## src/rtl/instr_decode_stage.sv

```systemverilog
// sync_fifo: small generic synchronous FIFO with a synchronous clear.
// Latency: data written at edge E is visible on rd_dat after E (no bypass).
// Backpressure: writes while full and reads while empty are ignored; caller gates on full/empty.
module sync_fifo #(
    parameter int WIDTH = 16,
    parameter int DEPTH = 2
) (
    input  logic             clk,
    input  logic             reset_n,
    input  logic             clr,
    input  logic             wr_vld,
    input  logic [WIDTH-1:0] wr_dat,
    input  logic             rd_rdy,
    output logic [WIDTH-1:0] rd_dat,
    output logic             full,
    output logic             empty
);
    localparam int AW = (DEPTH > 1) ? $clog2(DEPTH) : 1;
    localparam int CW = $clog2(DEPTH + 1);

    logic [WIDTH-1:0] mem [DEPTH];
    logic [AW-1:0]    wr_ptr;
    logic [AW-1:0]    rd_ptr;
    logic [CW-1:0]    cnt;
    logic             do_wr;
    logic             do_rd;

    assign full   = (cnt == CW'(DEPTH));
    assign empty  = (cnt == '0);
    assign do_wr  = wr_vld && !full;
    assign do_rd  = rd_rdy && !empty;
    assign rd_dat = mem[rd_ptr];

    // Storage array; contents are don't-care until the count says otherwise.
    always_ff @(posedge clk) begin
        if (do_wr && !clr) begin
            mem[wr_ptr] <= wr_dat;
        end
    end

    // Pointers and occupancy; clear wins over any same-cycle read or write.
    always_ff @(posedge clk or negedge reset_n) begin
        if (!reset_n) begin
            wr_ptr <= '0;
            rd_ptr <= '0;
            cnt    <= '0;
        end else if (clr) begin
            wr_ptr <= '0;
            rd_ptr <= '0;
            cnt    <= '0;
        end else begin
            if (do_wr) begin
                wr_ptr <= (wr_ptr == AW'(DEPTH - 1)) ? '0 : wr_ptr + AW'(1);
            end
            if (do_rd) begin
                rd_ptr <= (rd_ptr == AW'(DEPTH - 1)) ? '0 : rd_ptr + AW'(1);
            end
            case ({do_wr, do_rd})
                2'b10:   cnt <= cnt + CW'(1);
                2'b01:   cnt <= cnt - CW'(1);
                default: cnt <= cnt;
            endcase
        end
    end
endmodule

// instr_decode_stage: buffers fetched instructions and decodes them into a registered output slot.
// Latency: accepted at edge E, written to FIFO at E, loaded to output at E+1 (2 edges to out_valid).
// Backpressure: in_ready = !full && !halted && !flush; output slot holds while out_valid && !out_ready.
module instr_decode_stage #(
    parameter int FIFO_DEPTH = 2
) (
    input  logic        clk,
    input  logic        reset_n,
    input  logic        flush,
    input  logic        in_valid,
    input  logic [15:0] in_instr,
    output logic        in_ready,
    output logic        out_valid,
    input  logic        out_ready,
    output logic [15:0] instructionOut,
    output logic [3:0]  out_opcode,
    output logic [2:0]  out_rd,
    output logic [2:0]  out_rs1,
    output logic [2:0]  out_rs2,
    output logic        imm_Control_6,
    output logic        imm_Control_3,
    output logic        reg_write,
    output logic        mem_read,
    output logic        mem_write,
    output logic        branch,
    output logic        illegal,
    output logic        halted
);
    typedef struct packed {
        logic [15:0] instr;
        logic        reg_write;
        logic        mem_read;
        logic        mem_write;
        logic        branch;
        logic        imm6;
        logic        imm3;
        logic        illegal;
    } dec_t;

    typedef enum logic {EMPTY, FULL} state_t;

    state_t      state_q;
    state_t      state_d;
    dec_t        dec_d;
    dec_t        dec_q;
    logic [15:0] fifo_head;
    logic        fifo_full;
    logic        fifo_empty;
    logic        load;
    logic        halted_q;

    // reset_n term keeps in_ready low during reset regardless of FIFO state.
    assign in_ready = reset_n && !fifo_full && !halted_q && !flush;

    sync_fifo #(
        .WIDTH (16),
        .DEPTH (FIFO_DEPTH)
    ) u_fifo (
        .clk     (clk),
        .reset_n (reset_n),
        .clr     (flush),
        .wr_vld  (in_valid && in_ready),
        .wr_dat  (in_instr),
        .rd_rdy  (load),
        .rd_dat  (fifo_head),
        .full    (fifo_full),
        .empty   (fifo_empty)
    );

    // Output slot state register.
    always_ff @(posedge clk or negedge reset_n) begin
        if (!reset_n) begin
            state_q <= EMPTY;
        end else begin
            state_q <= state_d;
        end
    end

    // Next state and FIFO pop; flush overrides both load and consume.
    always_comb begin
        state_d = state_q;
        load    = 1'b0;
        case (state_q)
            EMPTY: begin
                if (!fifo_empty) begin
                    load    = 1'b1;
                    state_d = FULL;
                end
            end
            FULL: begin
                if (out_ready) begin
                    if (!fifo_empty) begin
                        load = 1'b1;
                    end else begin
                        state_d = EMPTY;
                    end
                end
            end
            default: state_d = EMPTY;
        endcase
        if (flush) begin
            load    = 1'b0;
            state_d = EMPTY;
        end
    end

    // Opcode decode of the FIFO head; imm6 and imm3 are mutually exclusive by construction.
    always_comb begin
        dec_d       = '0;
        dec_d.instr = fifo_head;
        case (fifo_head[15:12])
            4'h0, 4'hF: ;
            4'h1, 4'h2, 4'h3, 4'h4: dec_d.reg_write = 1'b1;
            4'h5: begin
                dec_d.reg_write = 1'b1;
                dec_d.imm6      = 1'b1;
            end
            4'h6: begin
                dec_d.reg_write = 1'b1;
                dec_d.mem_read  = 1'b1;
                dec_d.imm6      = 1'b1;
            end
            4'h7: begin
                dec_d.mem_write = 1'b1;
                dec_d.imm6      = 1'b1;
            end
            4'h8, 4'h9: begin
                dec_d.reg_write = 1'b1;
                dec_d.imm3      = 1'b1;
            end
            4'hA: begin
                dec_d.branch = 1'b1;
                dec_d.imm6   = 1'b1;
            end
            default: dec_d.illegal = 1'b1;
        endcase
    end

    // Decoded output register; only changes on a load so it holds under back-pressure.
    always_ff @(posedge clk or negedge reset_n) begin
        if (!reset_n) begin
            dec_q <= '0;
        end else if (load) begin
            dec_q <= dec_d;
        end
    end

    // Sticky HALT flag, set when HALT reaches the output slot, cleared only by flush.
    always_ff @(posedge clk or negedge reset_n) begin
        if (!reset_n) begin
            halted_q <= 1'b0;
        end else if (flush) begin
            halted_q <= 1'b0;
        end else if (load && (fifo_head[15:12] == 4'hF)) begin
            halted_q <= 1'b1;
        end
    end

    assign out_valid      = (state_q == FULL);
    assign instructionOut = dec_q.instr;
    assign out_opcode     = dec_q.instr[15:12];
    assign out_rd         = dec_q.instr[11:9];
    assign out_rs1        = dec_q.instr[8:6];
    assign out_rs2        = dec_q.instr[5:3];
    assign imm_Control_6  = dec_q.imm6;
    assign imm_Control_3  = dec_q.imm3;
    assign reg_write      = dec_q.reg_write;
    assign mem_read       = dec_q.mem_read;
    assign mem_write      = dec_q.mem_write;
    assign branch         = dec_q.branch;
    assign illegal        = dec_q.illegal;
    assign halted         = halted_q;
endmodule

```

## config.mk

```make
export PLATFORM = sky130hd
export DESIGN_NAME = instr_decode_stage
export DESIGN_NICKNAME = d
export VERILOG_FILES = /design/src/rtl/instr_decode_stage.sv
export SDC_FILE = /design/constraint.sdc
export NUM_CORES = 1
export LEC_CHECK = 0
export CORE_MARGIN = 2
export CORE_UTILIZATION = 49
export DETAILED_ROUTE_END_ITERATION = 7
export PLACE_DENSITY = 0.86
export SYNTH_ARGS = -nofsm -noshare
export SYNTH_HDL_FRONTEND = slang
export SYNTH_SLANG_ARGS = --single-unit
```

## constraint.sdc

```tcl
create_clock -name clk -period 3.2 [get_ports clk]
set_input_delay 0.64 -clock clk [delete_from_list [all_inputs] [get_ports clk]]
set_output_delay 0.64 -clock clk [all_outputs]
set_load 0.01 [all_outputs]
```

* Word-level counts from Yosys, hierarchy flattened
Memory sizes are Yosys's and may differ from the RTL's.
Cells that the tools add are included.
** Cells by class
- $add $sub $neg :: 4
- Equality and inequality tests :: 14
- Muxes and demuxes :: 26
- Bitwise logic cells :: 1
- Reductions and logical operators :: 22
** Operators with widths (number)
- $mux W1 :: 22
- $eq A4 B3 Y1 const B :: 4
- $eq A4 B4 Y1 const B :: 4
- $reduce_or A12 Y1 :: 1
- $eq A4 B2 Y1 const B :: 2
- $logic_and A1 B1 Y1 :: 8
- $reduce_or A8 Y1 :: 1
- $reduce_bool A2 Y1 :: 3
- $eq A2 B2 Y1 const B :: 2
- $eq A4 B1 Y1 const B :: 1
- $logic_not A1 Y1 :: 4
- $logic_not A4 Y1 :: 1
- $pmux W1 S2 :: 2
- $pmux W2 S2 :: 1
- $reduce_or A4 Y1 :: 1
- $reduce_bool A3 Y1 :: 1
- $add A1 B1 Y1 const B :: 2
- $add A2 B1 Y2 const B :: 1
- $eq A2 B1 Y1 const B :: 1
- $logic_not A2 Y1 :: 1
- $mux W2 :: 1
- $reduce_or A2 Y1 :: 1
- $sub A2 B1 Y2 const B :: 1
- $not A1 Y1 :: 1
** Word-level totals
- Register bits :: 29
- Bits in writable memories :: 32
- Bits of input ports :: 21
- Output and inout port bits :: 39
- Logic and storage cells :: 81
- Memories kept :: 1
** Memories
- u_fifo.mem :: depth 2, bits a word 16, read ports 1, clocked after Yosys merged registers in 0, write ports 1, line 21 : logic [WIDTH-1:0] mem [DEPTH];

* Logic depth before layout (Yosys ltp)
Gate-level depths: netlist of the first run.
- Word-level depth :: 10
- Depth in mapped cells :: 6
- Depth with buffers taken out :: 4

* By module
Synthesis of the first run repeated with hierarchy kept, for this count alone.
** Second synthesis, totals
- Cells, all modules :: 166
- Area total of the unflattened synthesis :: 2600.0 um^2
** By module, submodules not included
- sync_fifo :: times used 1, cells an instance 75, area an instance 1371.3 um^2, seq. area each 1061.0 um^2
- instr_decode_stage :: times used 1, cells an instance 91, area an instance 1228.7 um^2, seq. area each 625.6 um^2

* Worst setup path after synthesis of the first run
No wires, ideal clock.
- Path type :: input-to-reg
- Start point :: input port flush
- End point :: memory u_fifo.mem[0][0], enable pin
- Library setup time :: 0.390 ns
- Arrival time :: 2.111 ns
- Data required time :: 2.810 ns
- Path slack :: 0.699 ns
- Stages :: 4
- Buffers on the path :: 1
- Cells stage by stage :: buf_4 nand2b_4 nor4b_4 nor2b_1
** Between the ends
- Word-level cells in the longest chain between the ends :: 7
** RTL lines
- start: declaration :: line 75 : input logic flush,
- $logic_not A1 Y1 (*) :: line 36, 119
- $logic_and A1 B1 Y1 :: line 119 : assign in_ready = reset_n && !fifo_full && !halted_q && !flush;
- $logic_and A1 B1 Y1 :: line 128 : .wr_vld (in_valid && in_ready),
- $logic_and A1 B1 Y1 :: line 30 : assign do_wr = wr_vld && !full;
- $logic_and A1 B1 Y1 (*) :: line 36 : if (do_wr && !clr) begin
- $mux W1 (*) :: line 36
- $mux W1 (not written as such) (*) :: line 37 : mem[wr_ptr] <= wr_dat;
- end: declaration :: line 21
Mark *: on every way between the ends. The rest lies on a longest branch, timed or not.

* Final worst setup path of the first run
- Start point :: input port reset_n
- End point :: output port in_ready
** Between the ends
- Word-level cells in the longest chain between the ends :: 3
** RTL lines
- start: declaration :: line 74 : input logic reset_n,
- $logic_and A1 B1 Y1 (3 in series) :: line 119
- end: declaration :: line 78 : output logic in_ready,
No other way between the ends.

==> results of run 1 <==
## power by group
group | total [mW] | switching (mW) | internal [mW]
Clock | 0.559 | 0.285 | 0.274
Sequential | 1.08 | 0.119 | 0.965
Combinational | 0.760 | 0.308 | 0.452
Total | 2.40 | 0.712 | 1.69
## cell families (layout without fill, tap and decap cells)
logic type	Yosys count	after routing	share of synthesized area
compound gates	32	32	0.0796
xor+xnor	3	3	0.0104
buf+inv	25	83	0.0668
flops	61	61	0.667
mux	19	19	0.0767
simple gates	50	50	0.0999
## routing by layer
layer	vias up	wire length, um	track usage
li1	771	-	-
met5	-	0	0
met2	48	2570	0.286
met3	14	210	0.0397
met4	0	165	0.115
met1	758	1850	0.231
## area by class of cell
type | count | area, sq um
Tap cell | 70 | 87.6
Multi-Input combinational cell | 104 | 674
Timing Repair Buffer | 64 | 628
Inverter | 3 | 11.3
Fill cell | 369 | 1800
Clock buffer | 11 | 131
Clock inverter | 5 | 27.5
Sequential cell | 61 | 1690
## path summary, 6_finish.rpt
check | startpoint | endpoint | slack (ps) | depth (start not counted)
min in group asynchronous | reset_n | illegal | 810 | 2
max in group asynchronous | reset_n | instructionOut[1] | 2110 | 2
min | reg_write | reg_write | 490 | 2
min reg2reg | reg_write | reg_write | 490 | 2
max reg2reg | u_fifo.rd_ptr | imm_Control_6 | 970 | 4
max | reset_n | in_ready | 590 | 4
## worst register-to-register path: stages, from the launching register on
cell,delay [ps]
dfrtp_1,1060
mux2i_1,390
nor2_1,300
a21oi_1,130
o31ai_2,260
## flip-flops by register name, indices dropped and copies added, names as in the netlist
name,flops
branch,1
halted,1
illegal,1
imm_Control_3,1
imm_Control_6,1
instructionOut,16
mem_read,1
mem_write,1
out_valid,1
reg_write,1
u_fifo.cnt,2
u_fifo.mem,32
u_fifo.rd_ptr,1
u_fifo.wr_ptr,1
## through the flow
stage	util	std cells	power, mW	instance area (sq um)
after global routing	0.644	318	2.53	3250
after detailed placement	0.612	302	1.87	3090
final	0.644	318	2.40	3250
after CTS	0.644	318	2.42	3250
after floorplan	-	190	1.47	2530
after global placement	0.612	302	1.83	3090
## cells in the mapped netlist, types with 6 or more instances
cell / number / share of area
edfxtp_1: 32 / 0.38
dfrtp_1: 29 / 0.29
nand2_1: 22 / 0.033
mux2i_1: 16 / 0.063
buf_4: 14 / 0.042
nor2_1: 11 / 0.016
o21ai_1: 11 / 0.022
o21ai_0: 9 / 0.018
buf_2: 6 / 0.012
## cells in the final DEF (no fill, tap or decap), types with 3 or more instances in the layout
cell,netlist,final
nor2_1,11,11
mux2_2,3,3
xnor2_1,3,3
dfrtp_1,29,29
clkdlybuf4s50_1,0,59
inv_1,3,3
nand2_1,22,22
nor2b_1,3,3
o21ai_1,11,11
a22o_1,3,3
a21oi_1,3,3
o21ai_0,9,9
buf_4,14,5
mux2i_1,16,16
edfxtp_1,32,32
clkbuf_8,0,9
nand3_1,3,3
==> results.sh, run 1 <==
export IMPL_status="complete, no violations"
export IMPL_insertion_delay_ps=340
export IMPL_cts_buffers_inserted=9
export IMPL_peakVddDrop_uv=450
export IMPL_drv_cap=0
export IMPL_root_buffer="clkbuf_8"
export IMPL_drive_gt1_frac=0.101
export IMPL_rows=26
export IMPL_hpwl_um=3330
export IMPL_overflow=0
export IMPL_grt_pass1_vias=1546
export IMPL_ctsHoldBuffers=0
export IMPL_wl_per_cell_um=15.1
export IMPL_wl_um=4800
export IMPL_grt_pass1_wl_um=7450
export IMPL_detail_route_antenna_nets=0
export IMPL_yosysUniqueCellTypes=30
export IMPL_synth_seq_cells=61
export IMPL_path_cells="clkdlybuf4s50_1 > nand2b_4 > nor3_1 > clkdlybuf4s50_1"
export IMPL_drtIter0Drc=168
export IMPL_synth_cells=190
export IMPL_portBuffers=59
export IMPL_ys_seq_area_frac=0.667
export IMPL_cts_resized_gates=0
export IMPL_post_route_period_util=0.816
export IMPL_cts_tree="yes"
export IMPL_fin_hold_ws_ps=486
export IMPL_gr_usage_all_layers=0.183
export IMPL_ios=60
export IMPL_worstPathRequired_ps=2560
export IMPL_coreArea_sq_mm=0.00504
export IMPL_cp_start_kind="primary input"
export IMPL_max_stage_delay_ps=570
export IMPL_firstDrtPassIters=4
export IMPL_p_per_area_mw_per_mm2=740
export IMPL_crit_type="primary input to output port"
export IMPL_clk_pin_slew_ps=70
export IMPL_cts_sinks=61
export IMPL_initial_core_util=0.502
export IMPL_cts_setup_buffers=0
export IMPL_synthFlopType="edfxtp_1"
export IMPL_place_gp_congestion=0.741
export IMPL_cts_buffer_depth=2
export IMPL_drcViolationCount=0
export IMPL_die_y_um=75.9
export IMPL_rsz0062_at_grt="no"
export IMPL_crit_path_top_delay_cell="clkdlybuf4s50_1"
export IMPL_cp_top_family="buffers and inverters"
export IMPL_hold_class="flop to flop"
export IMPL_finalSetupViolCount=0
export IMPL_cpMostUsedCell="clkdlybuf4s50_1"
export IMPL_grt_max_degree=43
export IMPL_die_x_um=75.9
export IMPL_dp_slack_ps=589
export IMPL_yosys_warnings=0
export IMPL_syn2layout_area_growth_pct=28.3
export IMPL_nets=264
export IMPL_antenna_found_initial=0
export IMPL_p_leak_nw=1.24
export IMPL_tightest_slew_ps=1090
export IMPL_synth_avg_cell_area_sq_um=13.3
export IMPL_synth_async_reset_ratio=0.475
export IMPL_finalSetupTns_ps=0
export IMPL_final_max_slew_viol_count=0
export IMPL_synth_edf_count=32
export IMPL_num_vias=1591
export IMPL_fmax_ghz=0.383
export IMPL_timing_final_ws_setup_ps=588
export IMPL_finalHoldViolCount=0
export IMPL_skew_ps=5.72
export IMPL_crit_arrival_ps=1970
export IMPL_htreeDepth=3
export IMPL_dieArea_sq_mm=0.00575
export IMPL_path_max_fanout=2
export IMPL_diodes=0
export IMPL_min_period_ps=2610
export IMPL_path_buf_inv=2
export IMPL_end_kind="output port"
export IMPL_synth_area_sq_mm=0.00253
export IMPL_syn_num_nets=211
export IMPL_slew_headroom=0.272
export IMPL_vias_per_cell=5.00
(Power assumes the default switching activity.)
==> run 2: changes to the inputs <==
- clock period: 3.2 -> 2.65 ns (I/O delays scaled with it)
==> run 2 against run 1 <==
Combinational power rose by 23%. Global-route usage fell by 0.69 points. Via count rose by 2.0%. Sequential share of layout area fell by 0.73 points. Register-to-register slack got worse by 240 ps. Clock skew rose by 0.59 ps. Die area did not move. Utilization rose by 0.92 points. Count of clock-buffer cells in the layout fell by 2. First-iteration DRC count fell by 36%. Critical path type unchanged. Critical endpoint unchanged.
==> results.sh, run 2 (synthesized netlist as in run 1, its figures left out) <==
export IMPL_initial_core_util=0.502
export IMPL_finalSetupTns_ps=0
export IMPL_grt_pass1_vias=1595
export IMPL_cp_top_family="buffers and inverters"
export IMPL_wl_met3_um=260
export IMPL_reg2reg_from="u_fifo.rd_ptr"
export IMPL_path_buf_inv=2
export IMPL_crit_type="primary input to output port"
export IMPL_p_per_area_mw_per_mm2=893
export IMPL_cp_start_kind="primary input"
export IMPL_hpwl_um=3480
export IMPL_hold_class="flop to flop"
export IMPL_hold_end="mem_write"
export IMPL_fin_hold_ws_ps=472
export IMPL_utilization=0.653
export IMPL_clk_pin_slew_ps=70
export IMPL_vias_per_cell=5.04
export IMPL_final_common_cell="clkdlybuf4s50_1"
export IMPL_drive_gt1_frac=0.131
export IMPL_crit_path_top_delay_cell="clkdlybuf4s50_1"
export IMPL_path_max_fanout=2
export IMPL_overflow=0
export IMPL_wl_met1_um=1820
export IMPL_diodes=0
export IMPL_rows=26
export IMPL_cts_setup_buffers=0
export IMPL_min_period_ps=2400
export IMPL_fmax_ghz=0.417
export IMPL_num_vias=1623
export IMPL_dr_wl_met2_um=2580
export IMPL_wl_per_cell_um=14.8
export IMPL_min_from="mem_write"
export IMPL_drtIter0Drc=107
export IMPL_nets=268
export IMPL_dp_slack_ps=250
export IMPL_antenna_found_initial=0
export IMPL_largest_register="u_fifo.mem"
export IMPL_timing_final_ws_setup_ps=253
export IMPL_post_route_period_util=0.905
export IMPL_firstDrtPassIters=4
export IMPL_drv_cap=0
export IMPL_drcViolationCount=0
export IMPL_portBuffers=59
export IMPL_fillers=378
export IMPL_gr_usage_all_layers=0.176
export IMPL_finalHoldViolCount=0
export IMPL_cpMostUsedCell="clkdlybuf4s50_1"
export IMPL_die_y_um=75.9
export IMPL_tightest_slew_ps=581
export IMPL_detail_route_antenna_nets=0
export IMPL_path_cells="clkdlybuf4s50_1 > nand2b_4 > nor3_1 > clkdlybuf4s50_1"
export IMPL_ios=60
export IMPL_peakVddDrop_uv=666
export IMPL_htreeDepth=3
export IMPL_slew_headroom=0.601
export IMPL_p_leak_nw=1.27
export IMPL_final_max_slew_viol_count=0
export IMPL_whs_path_depth=2
export IMPL_root_buffer="clkbuf_8"
export IMPL_coreArea_sq_mm=0.00504
export IMPL_dieArea_sq_mm=0.00575
export IMPL_reg2reg_depth=5
export IMPL_max_stage_delay_ps=560
export IMPL_grt_max_degree=30
export IMPL_cts_tree="yes"
export IMPL_reg2reg_slack_ps=730
export IMPL_rsz0062_at_grt="no"
export IMPL_end_kind="output port"
export IMPL_cts_buffers_inserted=9
export IMPL_cts_sinks=61
export IMPL_cts_buffer_depth=2
export IMPL_wl_um=4770
export IMPL_grt_pass1_wl_um=7180
export IMPL_status="complete, no violations"
export IMPL_largest_reg_flops=32
export IMPL_layout_common_cells="clkdlybuf4s50_1, edfxtp_1, dfrtp_1"
export IMPL_syn2layout_area_growth_pct=30.2
export IMPL_cts_resized_gates=0
export IMPL_routed_top_layer="met4"
export IMPL_finalSetupViolCount=0
export IMPL_worstPathRequired_ps=2120
export IMPL_insertion_delay_ps=330
export IMPL_skew_ps=6.31
export IMPL_die_x_um=75.9
export IMPL_place_gp_congestion=0.736
export IMPL_crit_arrival_ps=1870
export IMPL_ctsHoldBuffers=0
export IMPL_total_power_mw=2.94
export IMPL_regToRegEndpoint="imm_Control_6"
run 2: worst reg2reg max path: cells and delay by family, from the launching register on:
family | cells | cell delay, ps
multiplexers | 1 | 360
flip-flops | 1 | 650
AND/OR/NAND/NOR | 1 | 190
buffers and inverters | 1 | 290
AO/OA/AOI/OAI | 2 | 350
run 2: final cells by class:
| class | instances | area (sq um) | area share |
|---|---|---|---|
| clock inverters | 7 | 51.3 | 0.0156 |
| flip-flops and latches | 61 | 1690 | 0.512 |
| multi-input cells | 104 | 674 | 0.205 |
| well taps | 70 | 87.6 | 0.0266 |
| inverters | 3 | 11.3 | 0.00342 |
| repair buffers | 68 | 658 | 0.200 |
| clock buffers | 9 | 124 | 0.0376 |
run 2: how the worst max path moves through the flow:
stage | cells past startpoint | startpoint | slack [ps] | endpoint
CTS | 4 | reset_n | 250 | in_ready
global placement | 4 | reset_n | 300 | in_ready
finish | 4 | reset_n | 250 | in_ready
floorplan | 4 | flush | 260 | u_fifo.mem[0][0]
global route | 4 | reset_n | 220 | in_ready
detailed placement | 4 | reset_n | 250 | in_ready
run 2: per-stage QoR:
| stage | cell area, sq um | std cells |
|---|---|---|
| after floorplan | 2530 | 190 |
| after global placement | 3120 | 306 |
| after detailed placement | 3120 | 306 |
| after CTS | 3290 | 322 |
| after global routing | 3290 | 322 |
| final | 3290 | 322 |
run 2: routing by layer:
layer,GRT usage,vias up
met5,0,-
met2,0.291,58
met4,0.107,0
met3,0.0397,9
li1,-,776
met1,0.209,780
run 2: power breakdown:
part,switching [mW],internal (mW),leakage [nW]
clock network,0.374,0.341,0.0856
logic,0.382,0.553,0.521
registers,0.126,1.16,0.664
total,0.882,2.06,1.27
